$ cat config.mk
export PLATFORM = sky130hd
export DESIGN_NAME = jtframe_rom_2slots
export DESIGN_NICKNAME = d
export VERILOG_FILES = /design/src/rtl/jtframe_rom_2slots.sv
export SDC_FILE = /design/constraint.sdc
export NUM_CORES = 1
export LEC_CHECK = 0
export BUFFER_PORTS_ARGS = -buffer_cell sky130_fd_sc_hd__buf_2
export CAP_MARGIN = 10
export CORE_MARGIN = 2
export CORE_UTILIZATION = 25
export CTS_CLUSTER_DIAMETER = 40
export DETAILED_ROUTE_END_ITERATION = 10
export PLACE_DENSITY = 0.41
export SLEW_MARGIN = 10
export SYNTH_ARGS = -nofsm -noshare
export SYNTH_HDL_FRONTEND = slang
export SYNTH_SLANG_ARGS = --single-unit
$ cat constraint.sdc
create_clock -name clk_rom -period 6.7 [get_ports clk_rom]
set_input_delay 1.34 -clock clk_rom [delete_from_list [all_inputs] [get_ports clk_rom]]
set_output_delay 1.34 -clock clk_rom [all_outputs]
set_load 0.01 [all_outputs]
$ cat src/rtl/jtframe_rom_2slots.sv
// Two-slot ROM front end for the frame SDRAM read port; each slot caches one 32-bit block.
// Hits answer one cycle after the address is sampled; misses are arbitrated (slot 0 first), one SDRAM read in flight.
module jtframe_rom_2slots #(
  parameter int          SLOT0_AW     = 17,
  parameter int          SLOT0_DW     = 8,
  parameter logic [21:0] SLOT0_OFFSET = 22'h0,
  parameter logic [1:0]  SLOT0_BANK   = 2'd0,
  parameter int          SLOT1_AW     = 15,
  parameter int          SLOT1_DW     = 16,
  parameter logic [21:0] SLOT1_OFFSET = 22'h0,
  parameter logic [1:0]  SLOT1_BANK   = 2'd1
) (
  input  logic                clk_rom,
  input  logic                rst,
  input  logic                downloading,
  input  logic                slot0_cs,
  input  logic [SLOT0_AW-1:0] slot0_addr,
  output logic [SLOT0_DW-1:0] slot0_dout,
  output logic                slot0_ok,
  input  logic                slot1_cs,
  input  logic [SLOT1_AW-1:0] slot1_addr,
  output logic [SLOT1_DW-1:0] slot1_dout,
  output logic                slot1_ok,
  output logic                sdram_req,
  output logic [21:0]         sdram_addr,
  output logic [1:0]          sdram_bank,
  input  logic                sdram_ack,
  input  logic [31:0]         data_read,
  input  logic                data_rdy
);

  typedef enum logic [1:0] {IDLE, WAIT_ACK, WAIT_DATA} state_t;

  // Sub-block select bits: 2 for bytes, 1 for words, none for full blocks
  localparam int S0_SW  = (SLOT0_DW == 8) ? 2 : ((SLOT0_DW == 16) ? 1 : 0);
  localparam int S0_TW  = SLOT0_AW - S0_SW;
  localparam int S0_LDW = $clog2(SLOT0_DW);
  localparam int S1_SW  = (SLOT1_DW == 8) ? 2 : ((SLOT1_DW == 16) ? 1 : 0);
  localparam int S1_TW  = SLOT1_AW - S1_SW;
  localparam int S1_LDW = $clog2(SLOT1_DW);

  state_t      state_q;
  logic        req_q;
  logic [21:0] addr_q;
  logic [1:0]  bank_q;
  logic        owner_q;
  logic        abort_q;

  logic        issue, grant0, grant1, data_done, keep, fill0, fill1;

  // ---------------- slot 0 cache ----------------
  logic [S0_TW-1:0]    s0_tag, s0_tag_q, s0_pend_q;
  logic [31:0]         s0_data_q;
  logic                s0_valid_q, s0_valid_d;
  logic                s0_hit, s0_miss;
  logic [21:0]         s0_fetch;
  logic [4:0]          s0_shift;
  logic [SLOT0_DW-1:0] s0_sel, s0_dout_q;
  logic                s0_ok_q;

  assign s0_tag   = slot0_addr[SLOT0_AW-1:S0_SW];
  assign s0_hit   = slot0_cs & s0_valid_q & (s0_tag_q == s0_tag);
  assign s0_miss  = slot0_cs & ~s0_hit;
  assign s0_fetch = SLOT0_OFFSET + 22'({s0_tag, 1'b0});

  generate
    if (S0_SW == 0) begin : g_s0_full
      assign s0_shift = 5'd0;
    end else begin : g_s0_part
      assign s0_shift = 5'({slot0_addr[S0_SW-1:0], {S0_LDW{1'b0}}});
    end
  endgenerate

  assign s0_sel = s0_data_q[s0_shift +: SLOT0_DW];

  always_comb begin
    s0_valid_d = s0_valid_q;
    if (downloading) s0_valid_d = 1'b0;
    else if (fill0)  s0_valid_d = 1'b1;
  end

  always_ff @(posedge clk_rom) begin
    if (rst) begin
      s0_valid_q <= 1'b0;
      s0_tag_q   <= '0;
      s0_pend_q  <= '0;
      s0_data_q  <= '0;
      s0_dout_q  <= '0;
      s0_ok_q    <= 1'b0;
    end else begin
      s0_valid_q <= s0_valid_d;
      s0_ok_q    <= s0_hit & ~downloading;
      s0_dout_q  <= s0_sel;
      if (grant0) s0_pend_q <= s0_tag;
      if (fill0) begin
        s0_data_q <= data_read;
        s0_tag_q  <= s0_pend_q;
      end
    end
  end

  assign slot0_dout = s0_dout_q;
  assign slot0_ok   = s0_ok_q;

  // ---------------- slot 1 cache ----------------
  logic [S1_TW-1:0]    s1_tag, s1_tag_q, s1_pend_q;
  logic [31:0]         s1_data_q;
  logic                s1_valid_q, s1_valid_d;
  logic                s1_hit, s1_miss;
  logic [21:0]         s1_fetch;
  logic [4:0]          s1_shift;
  logic [SLOT1_DW-1:0] s1_sel, s1_dout_q;
  logic                s1_ok_q;

  assign s1_tag   = slot1_addr[SLOT1_AW-1:S1_SW];
  assign s1_hit   = slot1_cs & s1_valid_q & (s1_tag_q == s1_tag);
  assign s1_miss  = slot1_cs & ~s1_hit;
  assign s1_fetch = SLOT1_OFFSET + 22'({s1_tag, 1'b0});

  generate
    if (S1_SW == 0) begin : g_s1_full
      assign s1_shift = 5'd0;
    end else begin : g_s1_part
      assign s1_shift = 5'({slot1_addr[S1_SW-1:0], {S1_LDW{1'b0}}});
    end
  endgenerate

  assign s1_sel = s1_data_q[s1_shift +: SLOT1_DW];

  always_comb begin
    s1_valid_d = s1_valid_q;
    if (downloading) s1_valid_d = 1'b0;
    else if (fill1)  s1_valid_d = 1'b1;
  end

  always_ff @(posedge clk_rom) begin
    if (rst) begin
      s1_valid_q <= 1'b0;
      s1_tag_q   <= '0;
      s1_pend_q  <= '0;
      s1_data_q  <= '0;
      s1_dout_q  <= '0;
      s1_ok_q    <= 1'b0;
    end else begin
      s1_valid_q <= s1_valid_d;
      s1_ok_q    <= s1_hit & ~downloading;
      s1_dout_q  <= s1_sel;
      if (grant1) s1_pend_q <= s1_tag;
      if (fill1) begin
        s1_data_q <= data_read;
        s1_tag_q  <= s1_pend_q;
      end
    end
  end

  assign slot1_dout = s1_dout_q;
  assign slot1_ok   = s1_ok_q;

  // ---------------- SDRAM request FSM ----------------
  assign issue     = (state_q == IDLE) & ~downloading & (s0_miss | s1_miss);
  assign grant0    = issue & s0_miss;
  assign grant1    = issue & ~s0_miss & s1_miss;
  assign data_done = ((state_q == WAIT_ACK) & sdram_ack & data_rdy) |
                     ((state_q == WAIT_DATA) & data_rdy);
  // A download seen at any point of the transaction poisons its data
  assign keep      = data_done & ~abort_q & ~downloading;
  assign fill0     = keep & ~owner_q;
  assign fill1     = keep & owner_q;

  always_ff @(posedge clk_rom) begin
    if (rst) begin
      state_q <= IDLE;
      req_q   <= 1'b0;
      addr_q  <= '0;
      bank_q  <= '0;
      owner_q <= 1'b0;
      abort_q <= 1'b0;
    end else begin
      case (state_q)
        IDLE: begin
          abort_q <= 1'b0;
          if (issue) begin
            req_q   <= 1'b1;
            owner_q <= ~s0_miss;
            addr_q  <= s0_miss ? s0_fetch : s1_fetch;
            bank_q  <= s0_miss ? SLOT0_BANK : SLOT1_BANK;
            state_q <= WAIT_ACK;
          end
        end
        WAIT_ACK: begin
          if (downloading) abort_q <= 1'b1;
          if (sdram_ack) begin
            req_q   <= 1'b0;
            state_q <= data_rdy ? IDLE : WAIT_DATA;
          end
        end
        WAIT_DATA: begin
          if (downloading) abort_q <= 1'b1;
          if (data_rdy) state_q <= IDLE;
        end
        default: state_q <= IDLE;
      endcase
    end
  end

  assign sdram_req  = req_q;
  assign sdram_addr = addr_q;
  assign sdram_bank = bank_q;

endmodule

==> key figures <==
GRT
  – Grt ovf: 0
  – Vias in the first global route: 5155
  – Initial antenna violation count: 1
  – Met2 Use GR: 19.9%
  – GRT Max-Usage Layer: met1
  – M3 GR Usage: 3.06%
  – Largest net degree at the start of global routing: 92
  – GRT Util Overall: 13.6%
  – M1 GR Usage: 20.1%
  – First-pass GRT wire length: 30.2 mm

Timing
  – Slew Limit Fails: 0
  – Fmax: 0.295 GHz
  – Endpoints failing setup: 0
  – Worst-Margin Slew: 1.09 ns
  – Hold Fails Final Rpt: 0
  – Slew headroom: 27.4%
  – WHS: 0.449 ns
  – Setup repair after global routing missed its margin: no
  – Final period util: 50.5%
  – Setup tns final: 0 ns
  – Final critical-path required period: 3.39 ns
  – Clock Skew: 0.0212 ns

Routing
  – Number of DRC markers in iteration 0: 382
  – Drt via density: 4.45
  – Final wirelength: 18.9 mm
  – Routed wire length per instance: 15.7 um
  – Via count: 5367
  – First drt pass iteration count: 4
  – Final ANT Viol Nets: 0
  – DRC viols: 0

Logic synthesis
  – Seq cells post-synth: 170
  – Seq/Total Area, Yosys: 50.6%
  – Synth unique cells: 36
  – Synth Instances: 770
  – Synth Flop Type: dfxtp_1
  – Post-synth ARST share: 0%
  – Yosys warning count: 0
  – Post-synth EDFFs: 0
  – Dominant cell type by area after synthesis: dfxtp_1
  – Synthesized area: 6730 sq um
  – Post-Synthesis Mean Instance Area: 8.74 sq um
  – Post-synth top area share: 50.6%
  – Synth area leaders: dfxtp_1, nand2_1, a21oi_1

Power
  – Leakage: 0.00312 uW
  – Pwr/cell area: 284 nW/um^2
  – Tot Pwr: 2310 uW
  – Peak supply drop: 0.000140 V

CTS
  – Root Driver: clkbuf_16
  – Post-CTS setup buffers: 0
  – Clk buf depth: 2
  – Htree depth: 4
  – CTS clk-pin slew, worst paths: 0.07 ns
  – Clk Latency, worst-skew pair: 0.44 ns
  – Hold_buf cts: 0
  – CTS tree: yes
  – Resize count post-CTS: 0
  – Num CTS Buffers: 17
  – # clock sinks: 170

Layout
  – N_diodes: 0
  – Final-layout fill cell count: 2878
  – Layout cell share with drive strength beyond 1: 19.4%
  – Core Util, Final: 30.4%
  – Fin nets: 926
  – Area Growth Syn to Fin: 20.9%
  – Leading cell type in the layout, fill and taps excluded: nand2_1
  – Most frequent cells in the layout: nand2_1, dfxtp_1, buf_2, a21oi_1, nor2_1

Placement
  – GPL Wtd Cong: 0.741
  – I/O Buffers: 113
  – HPWL Detailed: 12.8 mm

Worst hold path
  – Worst hold path class: register to register

Floorplan
  – Ports: 122
  – Die Y: 168 um
  – Initial core utilization: 25.2%
  – Die width: 168 um
  – Die Area: 28300 sq um
  – Site row count: 60
  – Core Box Area: 26700 sq um

Worst setup path
  – Critical Path RT: 6.97 ns
  – CP arrival: 3.65 ns
  – Worst-path maximum fanout: 19
  – Critical path endpoint category: register
  – Crit Path Class: input pin to register
  – Startpoint types: input pin

Flow run
  – Max cap viols: 0

Status
  – Status: completed
[metrics by stage]
step | setup slack, ns | cell area (sq um) | std cells
2_1_floorplan | 3.68 | 6760 | 777
3_3_place_gp | 2.87 | 7520 | 1174
3_5_place_dp | 2.81 | 7520 | 1174
4_1_cts | 3.29 | 8140 | 1206
5_1_grt | 3.05 | 8140 | 1206
6_report | 3.31 | 8140 | 1206
[kinds of logic after synthesis]
kind of cell    after synthesis  synth area share (%)
buf+inv                      68                  4.55
other cells                   1                0.0557
simple gates                324                  20.9
fa+ha+maj                     3                 0.558
xor+xnor                     29                  3.77
compound gates              123                  10.3
mux                          52                  9.22
flops                       170                  50.6
[registers in the layout (all words and copies together) (netlist names), 2 cells and up]
signal	flops
slot0_dout	8
s0_tag_q	15
s1_pend_q	14
s1_data_q	32
s0_data_q	32
s0_pend_q	15
s1_tag_q	14
slot1_dout	16
sdram_addr	15
state_q	2
[routing by layer]
metal	vias to the layer above	share of wire [%]
li1	2728	-
met1	2520	52
met2	102	43
met3	15	4.0
met4	2	1.1
met5	-	0.037
[critical path, stage by stage]
cell	delay (ns)
buf_2	0.31
nand2_1	0.16
nor4_4	0.21
nand4_4	0.30
a211oi_4	1.00
mux2i_1	0.27
nor2_1	0.05
[cell usage after synthesis (4+ instances only)]
library cell,number
nor3_1,22
clkbuf_1,41
buf_4,9
nand3_1,17
nor4_4,4
mux4_2,8
nand2_1,210
inv_1,6
mux2i_1,44
nor2_1,49
xor2_1,29
a311oi_1,14
dfxtp_1,170
buf_2,8
a21oi_1,100
nor2b_1,9
[where the power goes]
group / total, uW / switching (uW) / internal, uW
clock: 1030 / 483 / 544
sequential: 1060 / 20.6 / 1040
combinational: 220 / 139 / 80.9
[final timing paths]
check | slack [ns] | cells after the start | endpoint | from
setup / recovery | 3.31 | 7 | s1_pend_q[9] | slot0_cs
hold / removal | 0.45 | 2 | s1_tag_q[9] | s1_pend_q[9]
setup reg to reg | 3.94 | 8 | s0_data_q[1] | state_q[1]
hold reg to reg | 0.45 | 2 | s1_tag_q[9] | s1_pend_q[9]
[area by class of cell]
type / count / area [sq um] / area share [%]
inverters: 6 / 22.5 / 0.277
clock inverters: 15 / 193 / 2.37
repair buffers: 118 / 606 / 7.44
well taps: 341 / 427 / 5.24
multi-input cells: 539 / 3060 / 37.6
flip-flops and latches: 170 / 3400 / 41.8
clock buffers: 17 / 425 / 5.23
Power figures use the tool's default switching activity.
